`config.mk`:
```
export PLATFORM = sky130hd
export DESIGN_NAME = apb_dac_adc_regs
export DESIGN_NICKNAME = d
export VERILOG_FILES = /design/src/rtl/apb_dac_adc_pkg.sv /design/src/rtl/dac_sync_fifo.sv /design/src/rtl/apb_dac_adc_regs.sv
export SDC_FILE = /design/constraint.sdc
export NUM_CORES = 1
export LEC_CHECK = 0
export ABC_CLOCK_PERIOD_IN_PS = 6800
export CORE_MARGIN = 8
export CORE_UTILIZATION = 58
export CTS_CLUSTER_DIAMETER = 40
export DETAILED_ROUTE_END_ITERATION = 7
export GPL_TIMING_DRIVEN = 0
export PLACE_DENSITY_LB_ADDON = 0.15
export SYNTH_ARGS = -nofsm -noshare
export SYNTH_HDL_FRONTEND = slang
export SYNTH_SLANG_ARGS = --single-unit
```
`constraint.sdc`:
```
create_clock -name PCLK -period 6.8 [get_ports PCLK]
set_input_delay 0.68 -clock PCLK [delete_from_list [all_inputs] [get_ports PCLK]]
set_output_delay 0.68 -clock PCLK [all_outputs]
set_load 0.02 [all_outputs]
```
`src/rtl/apb_dac_adc_pkg.sv`:
```
// ---------------------------------------------------------------------------
// apb_dac_adc_pkg
// Shared constants for the APB DAC/ADC register block:
//   - word addresses (PADDR[7:2]) of every mapped register
//   - bit positions inside CTRL, STATUS and IRQ_STAT
//   - the APB completer state encoding
// No ports; imported by apb_dac_adc_regs and dac_sync_fifo.
// ---------------------------------------------------------------------------
package apb_dac_adc_pkg;

    // Word addresses, i.e. byte offset >> 2
    localparam logic [5:0] ADDR_CTRL     = 6'h00;  // 0x00
    localparam logic [5:0] ADDR_STATUS   = 6'h01;  // 0x04
    localparam logic [5:0] ADDR_DAC_WR   = 6'h02;  // 0x08
    localparam logic [5:0] ADDR_ADC_RD   = 6'h03;  // 0x0C
    localparam logic [5:0] ADDR_IRQ_STAT = 6'h04;  // 0x10

    // CTRL bits
    localparam int CTRL_DAC_EN   = 0;
    localparam int CTRL_ADC_EN   = 1;
    localparam int CTRL_IRQ_EN   = 2;
    localparam int CTRL_FIFO_CLR = 3;

    // STATUS bits
    localparam int STAT_EMPTY     = 0;
    localparam int STAT_FULL      = 1;
    localparam int STAT_ADC_VALID = 2;
    localparam int STAT_ADC_OVR   = 3;
    localparam int STAT_LEVEL_LSB = 8;

    // IRQ_STAT bits
    localparam int IRQ_ADC_SAMPLE = 0;
    localparam int IRQ_FIFO_EMPTY = 1;

    typedef enum logic [1:0] {
        BUS_IDLE = 2'd0,
        BUS_WAIT = 2'd1,
        BUS_RESP = 2'd2
    } bus_state_e;

endpackage

```
`src/rtl/dac_sync_fifo.sv`:
```
// ---------------------------------------------------------------------------
// dac_sync_fifo
// Single-clock FIFO holding DAC samples on their way to the DAC stream.
// Ports:
//   clk, rst      clock and asynchronous active-high reset
//   push, wdata   write request and sample; ignored while full
//   pop           read request; ignored while empty
//   clr           empties the FIFO; overrides push and pop in the same cycle
//   rdata         sample at the head of the FIFO
//   full, empty   occupancy flags (from current state, before this cycle's ops)
//   level         number of stored samples, 0..DEPTH
// ---------------------------------------------------------------------------
module dac_sync_fifo
    import apb_dac_adc_pkg::*;
#(
    parameter int DW    = 12,
    parameter int DEPTH = 8,
    localparam int AW   = (DEPTH > 1) ? $clog2(DEPTH) : 1,
    localparam int LW   = AW + 1
) (
    input  logic          clk,
    input  logic          rst,
    input  logic          push,
    input  logic [DW-1:0] wdata,
    input  logic          pop,
    input  logic          clr,
    output logic [DW-1:0] rdata,
    output logic          full,
    output logic          empty,
    output logic [LW-1:0] level
);

    logic [DW-1:0] mem_q [DEPTH];
    logic [DW-1:0] mem_d [DEPTH];
    logic [AW-1:0] wr_ptr_q, wr_ptr_d;
    logic [AW-1:0] rd_ptr_q, rd_ptr_d;
    logic [LW-1:0] level_q, level_d;
    logic          push_ok;
    logic          pop_ok;

    // Flags come from the registered level, so a push into a full FIFO is
    // refused even when a pop frees a slot in the same cycle.
    assign full  = (level_q == LW'(DEPTH));
    assign empty = (level_q == '0);
    assign level = level_q;
    assign rdata = mem_q[rd_ptr_q];

    // Next-state: clear wins over everything; pointers wrap naturally since
    // DEPTH is a power of two.
    always_comb begin
        push_ok  = push && !full && !clr;
        pop_ok   = pop && !empty && !clr;
        mem_d    = mem_q;
        wr_ptr_d = wr_ptr_q;
        rd_ptr_d = rd_ptr_q;
        level_d  = level_q;
        if (push_ok) begin
            mem_d[wr_ptr_q] = wdata;
        end
        if (clr) begin
            wr_ptr_d = '0;
            rd_ptr_d = '0;
            level_d  = '0;
        end else begin
            if (push_ok) begin
                wr_ptr_d = wr_ptr_q + AW'(1);
            end
            if (pop_ok) begin
                rd_ptr_d = rd_ptr_q + AW'(1);
            end
            case ({push_ok, pop_ok})
                2'b10:   level_d = level_q + LW'(1);
                2'b01:   level_d = level_q - LW'(1);
                default: level_d = level_q;
            endcase
        end
    end

    // State registers
    always_ff @(posedge clk or posedge rst) begin
        if (rst) begin
            mem_q    <= '{default: '0};
            wr_ptr_q <= '0;
            rd_ptr_q <= '0;
            level_q  <= '0;
        end else begin
            mem_q    <= mem_d;
            wr_ptr_q <= wr_ptr_d;
            rd_ptr_q <= rd_ptr_d;
            level_q  <= level_d;
        end
    end

endmodule

```
`src/rtl/apb_dac_adc_regs.sv`:
```
// ---------------------------------------------------------------------------
// apb_dac_adc_regs
// APB3 completer giving firmware access to the DAC/ADC datapath: control and
// status registers, DAC sample FIFO drained as a valid/ready stream, ADC
// capture register and a level interrupt.
// Ports:
//   PCLK, PRESET                 clock, asynchronous active-high reset
//   PSEL..PWDATA                 APB3 request
//   PRDATA, PREADY, PSLVERR      APB3 response (valid while PREADY=1)
//   DAC_DATA, DAC_VALID, DAC_READY  DAC sample stream (FIFO head)
//   ADC_DATA, ADC_VALID          ADC sample and one-cycle strobe
//   IRQ                          registered level interrupt
// ---------------------------------------------------------------------------
module apb_dac_adc_regs
    import apb_dac_adc_pkg::*;
#(
    parameter int DW          = 12,
    parameter int FIFO_DEPTH  = 8,
    parameter int WAIT_STATES = 1
) (
    input  logic          PCLK,
    input  logic          PRESET,
    input  logic          PSEL,
    input  logic          PENABLE,
    input  logic          PWRITE,
    input  logic [5:0]    PADDR,
    input  logic [31:0]   PWDATA,
    output logic [31:0]   PRDATA,
    output logic          PREADY,
    output logic          PSLVERR,
    output logic [DW-1:0] DAC_DATA,
    output logic          DAC_VALID,
    input  logic          DAC_READY,
    input  logic [DW-1:0] ADC_DATA,
    input  logic          ADC_VALID,
    output logic          IRQ
);

    localparam int AW = (FIFO_DEPTH > 1) ? $clog2(FIFO_DEPTH) : 1;
    localparam int LW = AW + 1;

    bus_state_e    state_q, state_d;
    logic [2:0]    wait_cnt_q, wait_cnt_d;
    logic [2:0]    ctrl_q, ctrl_d;
    logic [DW-1:0] adc_data_q, adc_data_d;
    logic          adc_valid_q, adc_valid_d;
    logic          adc_ovr_q, adc_ovr_d;
    logic [1:0]    irq_stat_q, irq_stat_d;
    logic          irq_q, irq_d;

    logic          resp;
    logic          access;
    logic          bus_err;
    logic [31:0]   rd_data;
    logic [31:0]   status;
    logic          wr_ctrl;
    logic          wr_irq;
    logic          rd_adc;
    logic          fifo_push;
    logic          fifo_pop;
    logic          fifo_clr;
    logic          fifo_full;
    logic          fifo_empty;
    logic [LW-1:0] fifo_level;
    logic          going_empty;
    logic          adc_capture;
    logic [1:0]    irq_set;
    logic [1:0]    irq_clr;
    logic          unused_pwdata;

    // Bus FSM next state. With no wait states the setup phase jumps straight
    // to RESP so the first access cycle completes; otherwise WAIT counts the
    // access cycles down and hands over to RESP when the count runs out.
    // Losing PSEL mid-transfer drops back to IDLE.
    always_comb begin
        state_d    = state_q;
        wait_cnt_d = wait_cnt_q;
        case (state_q)
            BUS_IDLE: begin
                if (PSEL && !PENABLE) begin
                    if (WAIT_STATES == 0) begin
                        state_d = BUS_RESP;
                    end else begin
                        state_d    = BUS_WAIT;
                        wait_cnt_d = 3'(WAIT_STATES);
                    end
                end
            end
            BUS_WAIT: begin
                if (!PSEL) begin
                    state_d = BUS_IDLE;
                end else if (PENABLE) begin
                    wait_cnt_d = wait_cnt_q - 3'd1;
                    if (wait_cnt_q == 3'd1) begin
                        state_d = BUS_RESP;
                    end
                end
            end
            BUS_RESP: state_d = BUS_IDLE;
            default:  state_d = BUS_IDLE;
        endcase
    end

    // FIFO instance; pops are blocked by DAC_EN through DAC_VALID
    dac_sync_fifo #(
        .DW    (DW),
        .DEPTH (FIFO_DEPTH)
    ) u_fifo (
        .clk   (PCLK),
        .rst   (PRESET),
        .push  (fifo_push),
        .wdata (PWDATA[DW-1:0]),
        .pop   (fifo_pop),
        .clr   (fifo_clr),
        .rdata (DAC_DATA),
        .full  (fifo_full),
        .empty (fifo_empty),
        .level (fifo_level)
    );

    assign DAC_VALID = ctrl_q[CTRL_DAC_EN] && !fifo_empty;
    assign fifo_pop  = DAC_VALID && DAC_READY;

    // STATUS word assembled from live flags
    always_comb begin
        status                            = '0;
        status[STAT_EMPTY]                = fifo_empty;
        status[STAT_FULL]                 = fifo_full;
        status[STAT_ADC_VALID]            = adc_valid_q;
        status[STAT_ADC_OVR]              = adc_ovr_q;
        status[STAT_LEVEL_LSB +: LW]      = fifo_level;
    end

    // Address decode: read data and error for the current request. A push
    // into a full FIFO is reported as an error and the sample is dropped.
    always_comb begin
        rd_data = '0;
        bus_err = 1'b0;
        case (PADDR)
            ADDR_CTRL:     rd_data = {29'd0, ctrl_q};
            ADDR_STATUS: begin
                if (PWRITE) bus_err = 1'b1;
                else        rd_data = status;
            end
            ADDR_DAC_WR: begin
                if (!PWRITE || fifo_full) bus_err = 1'b1;
            end
            ADDR_ADC_RD: begin
                if (PWRITE) bus_err = 1'b1;
                else        rd_data = {{(32-DW){1'b0}}, adc_data_q};
            end
            ADDR_IRQ_STAT: rd_data = {30'd0, irq_stat_q};
            default:       bus_err = 1'b1;
        endcase
    end

    // Response outputs only exist in RESP; the completing edge at the end of
    // RESP is the one that commits register side effects.
    assign resp    = (state_q == BUS_RESP);
    assign access  = resp && PSEL && PENABLE && !bus_err;
    assign PREADY  = resp;
    assign PSLVERR = resp && bus_err;
    assign PRDATA  = (resp && !bus_err && !PWRITE) ? rd_data : 32'd0;

    assign wr_ctrl   = access && PWRITE && (PADDR == ADDR_CTRL);
    assign wr_irq    = access && PWRITE && (PADDR == ADDR_IRQ_STAT);
    assign rd_adc    = access && !PWRITE && (PADDR == ADDR_ADC_RD);
    assign fifo_push = access && PWRITE && (PADDR == ADDR_DAC_WR);
    assign fifo_clr  = wr_ctrl && PWDATA[CTRL_FIFO_CLR];

    assign unused_pwdata = ^PWDATA;

    // Detect the edge into empty on the same cycle the FIFO state changes:
    // either a clear of a non-empty FIFO or popping the last sample without
    // a refill.
    assign going_empty = !fifo_empty &&
                         (fifo_clr || (fifo_pop && !fifo_push && (fifo_level == LW'(1))));

    // Register next state. A read of ADC_RD coinciding with a new sample
    // leaves adc_valid set and never flags overrun; W1C loses to a set in
    // the same cycle.
    always_comb begin
        adc_capture = ADC_VALID && ctrl_q[CTRL_ADC_EN];

        ctrl_d = ctrl_q;
        if (wr_ctrl) begin
            ctrl_d = PWDATA[2:0];
        end

        adc_data_d = adc_capture ? ADC_DATA : adc_data_q;

        adc_valid_d = adc_valid_q;
        if (rd_adc)      adc_valid_d = 1'b0;
        if (adc_capture) adc_valid_d = 1'b1;

        adc_ovr_d = adc_ovr_q;
        if (adc_capture && adc_valid_q) adc_ovr_d = 1'b1;
        if (rd_adc)                     adc_ovr_d = 1'b0;

        irq_set                 = '0;
        irq_set[IRQ_ADC_SAMPLE] = adc_capture;
        irq_set[IRQ_FIFO_EMPTY] = going_empty;
        irq_clr                 = wr_irq ? PWDATA[1:0] : 2'b00;
        irq_stat_d              = (irq_stat_q & ~irq_clr) | irq_set;

        irq_d = ctrl_q[CTRL_IRQ_EN] && (|irq_stat_q);
    end

    // State registers
    always_ff @(posedge PCLK or posedge PRESET) begin
        if (PRESET) begin
            state_q     <= BUS_IDLE;
            wait_cnt_q  <= '0;
            ctrl_q      <= '0;
            adc_data_q  <= '0;
            adc_valid_q <= 1'b0;
            adc_ovr_q   <= 1'b0;
            irq_stat_q  <= '0;
            irq_q       <= 1'b0;
        end else begin
            state_q     <= state_d;
            wait_cnt_q  <= wait_cnt_d;
            ctrl_q      <= ctrl_d;
            adc_data_q  <= adc_data_d;
            adc_valid_q <= adc_valid_d;
            adc_ovr_q   <= adc_ovr_d;
            irq_stat_q  <= irq_stat_d;
            irq_q       <= irq_d;
        end
    end

    assign IRQ = irq_q;

endmodule

```
==> reports/results.tsv <==
metric	value	unit
cp-end-kind	output port	
portBuffers	60	
timing.rr.start	u_fifo.level[0]	
drive_above_1_share	0.373	
cts.sink_count	131	
reg2reg_to	u_fifo.mem_q[41]	
critPathRequiredTime	6.12	ns
fin_setup_tns	0	ns
yosysMostFrequentCell	dfrtp_1	
synth_top_area_share	0.493	
run_status	finished, final reports clean	
relSlewSlack	0.305	
min_period_over_period	0.655	
place_congestion	0.763	
critPathKind	reg2out	
synth_common_cells	dfrtp_1, mux2_2, buf_4	
placementRows	39	
drv_cap	0	
rsz0062_at_grt	no	
drc	0	
holdCritStartpoint	adc_data_q[4]	
post_synth.cell_area_avg	13.6	µm²
wl	14700	µm
finClkSkew	0.00671	ns
ff2ff_setup_slack	4.15	ns
nets	651	
dr_total_vias	4231	
die_w	123	µm
crit_fanout	10	
drt_iter0_drc	262	
yosys.cell_types.count	47	
grt-busiest-layer	met2	
netlist_area	0.00665	mm²
fillers	790	
num_antenna_cells	0	
worstHoldEndpoint	adc_data_q[4]	
hold_violations	0	
synth_seq_cells	131	
initial_core_util	0.587	
track_usage	0.211	
async_flop_share	1.00	
p_per_area	224	mW/mm²
grt_use_met3	0.0694	
fin_crit	4.45	ns
ys_seq_area_frac	0.493	
clk_latency	0.41	ns
clock.fmax	225	MHz
cts_max_level	4	
cts_max_path_buffers	2	
hp-class	reg2reg	
cp_data_arrival_time	3.77	ns
wire_per_inst	19.7	µm
rr_worst_depth	8	
cts_root_buf	clkbuf_16	
die_h	123	µm
cts_setup_buffers	0	
whs_path_depth	1	
area_growth	22.2	%
power	1.82	mW
cts_hold_buf	0	
ant_nets	0	
dpl.hpwl	9880	µm
grt_pass1_vias	4630	
grt_overflow_total	0	
multi_input_area	0.00309	mm²
ys_warn_count	0	
setup_violations	0	
synth_edf_count	0	
die_area	0.0151	mm²
start_kind	register	
synth_top_area_cell	dfrtp_1	
grt_first_pass_wirelength	24200	µm
tightest_slew	1.04	ns
synth_ff_type	dfrtp_1	
irDropWorstVdd	0.267	mV
ctsResizeCount	0	
cts_tree	done	
grt_max_degree	108	
numCtsBuffers	17	
via_per_inst	5.69	
hold_ws	0.498	ns
clkTransAtPathRegs	0.06	ns
drtPass1Iterations	4	
grt_use_met2	0.343	
boundaryPins	105	
antenna_found_initial	0	
synthTopCellsByArea	dfrtp_1, mux2_2, mux4_2, mux2_4, buf_4	
power.leakage	3.98	nW
seqCellArea	0.00328	mm²
syn_inst	488	
use_met1	0.262	
drv_slew	0	
coreArea	0.0113	mm²
## kinds of logic after synthesis
| family | synth area share |
|---|---|
| XOR/XNOR | 0.00923 |
| adder cells (fa/ha/maj) | 0.0132 |
| AND/OR/NAND/NOR | 0.0917 |
| buffers and inverters | 0.0520 |
| flip-flops | 0.493 |
| multiplexers | 0.318 |
| other | 0.000564 |
| AO/OA/AOI/OAI | 0.0222 |
## worst max-delay path, cell delays in order (launching register included)
cell             delay, ns
dfrtp_1               0.35
clkbuf_1              0.49
buf_1                 0.84
buf_2                 0.46
mux4_2                0.37
mux2_2                0.30
clkdlybuf4s50_1       0.54
## stage by stage
stage,worst slack [ns],area [µm²],util,std cells
after floorplan,2.62,6720,-,507
after global placement,1.02,7500,0.662,710
after detailed placement,2.75,7530,0.665,711
after CTS,2.29,8120,0.717,743
after global routing,2.14,8120,0.717,743
final,2.35,8120,0.717,743
## routing by layer
| layer | routed length (µm) | vias to the layer above | share of wire |
|---|---|---|---|
| li1 | - | 1927 | - |
| met4 | 188 | 0 | 0.013 |
| met1 | 6490 | 2195 | 0.44 |
| met3 | 798 | 20 | 0.054 |
| met2 | 7170 | 89 | 0.49 |
| met5 | 0 | - | 0 |
## sequential cells by signal, indices dropped and copies added, names as in the netlist
register,count
adc_data_q,12
u_fifo.wr_ptr_q,3
state_q,2
u_fifo.level,4
IRQ,1
irq_stat_q,2
wait_cnt_q,3
u_fifo.mem_q,96
u_fifo.rd_ptr_q,3
ctrl_q,3
adc_ovr_q,1
adc_valid_q,1
## layout make-up
class,count,share of cell area
clock inverters,9,0.0126
repair buffers,61,0.0774
multi-input cells,317,0.381
flip-flops and latches,131,0.404
well taps,143,0.0220
clock buffers,23,0.0601
inverters,9,0.00478
plain buffers,50,0.0384
## worst max path at each step
stage / start / to / slack [ns]
after floorplan: PRESET / IRQ / 2.62
after global placement: PRESET / u_fifo.mem_q[70] / 1.02
after detailed placement: u_fifo.rd_ptr_q[0] / DAC_DATA[9] / 2.75
after CTS: u_fifo.rd_ptr_q[0] / DAC_DATA[9] / 2.29
after global routing: u_fifo.rd_ptr_q[0] / DAC_DATA[9] / 2.14
final: u_fifo.rd_ptr_q[0] / DAC_DATA[9] / 2.35
## cells in the final DEF (no fill, tap or decap), types with 5 or more instances in the layout
cell,n
a21oi_1,11
and3_1,7
buf_2,6
buf_4,25
clkbuf_1,14
clkbuf_16,17
clkdlybuf4s50_1,60
conb_1,20
dfrtp_1,131
ha_1,7
inv_1,8
mux2_2,104
mux2_4,20
mux2i_1,10
mux4_2,24
nand2_1,22
nand3b_1,6
nor2_1,23
nor3_1,7
o21ai_0,7
xnor2_1,5
## power by group
part | leakage (nW) | switching (mW) | internal, mW
clock network | 0.285 | 0.322 | 0.575
registers | 1.81 | 0.0104 | 0.791
logic | 1.88 | 0.0716 | 0.0519
Power figures use the tool's default switching activity.
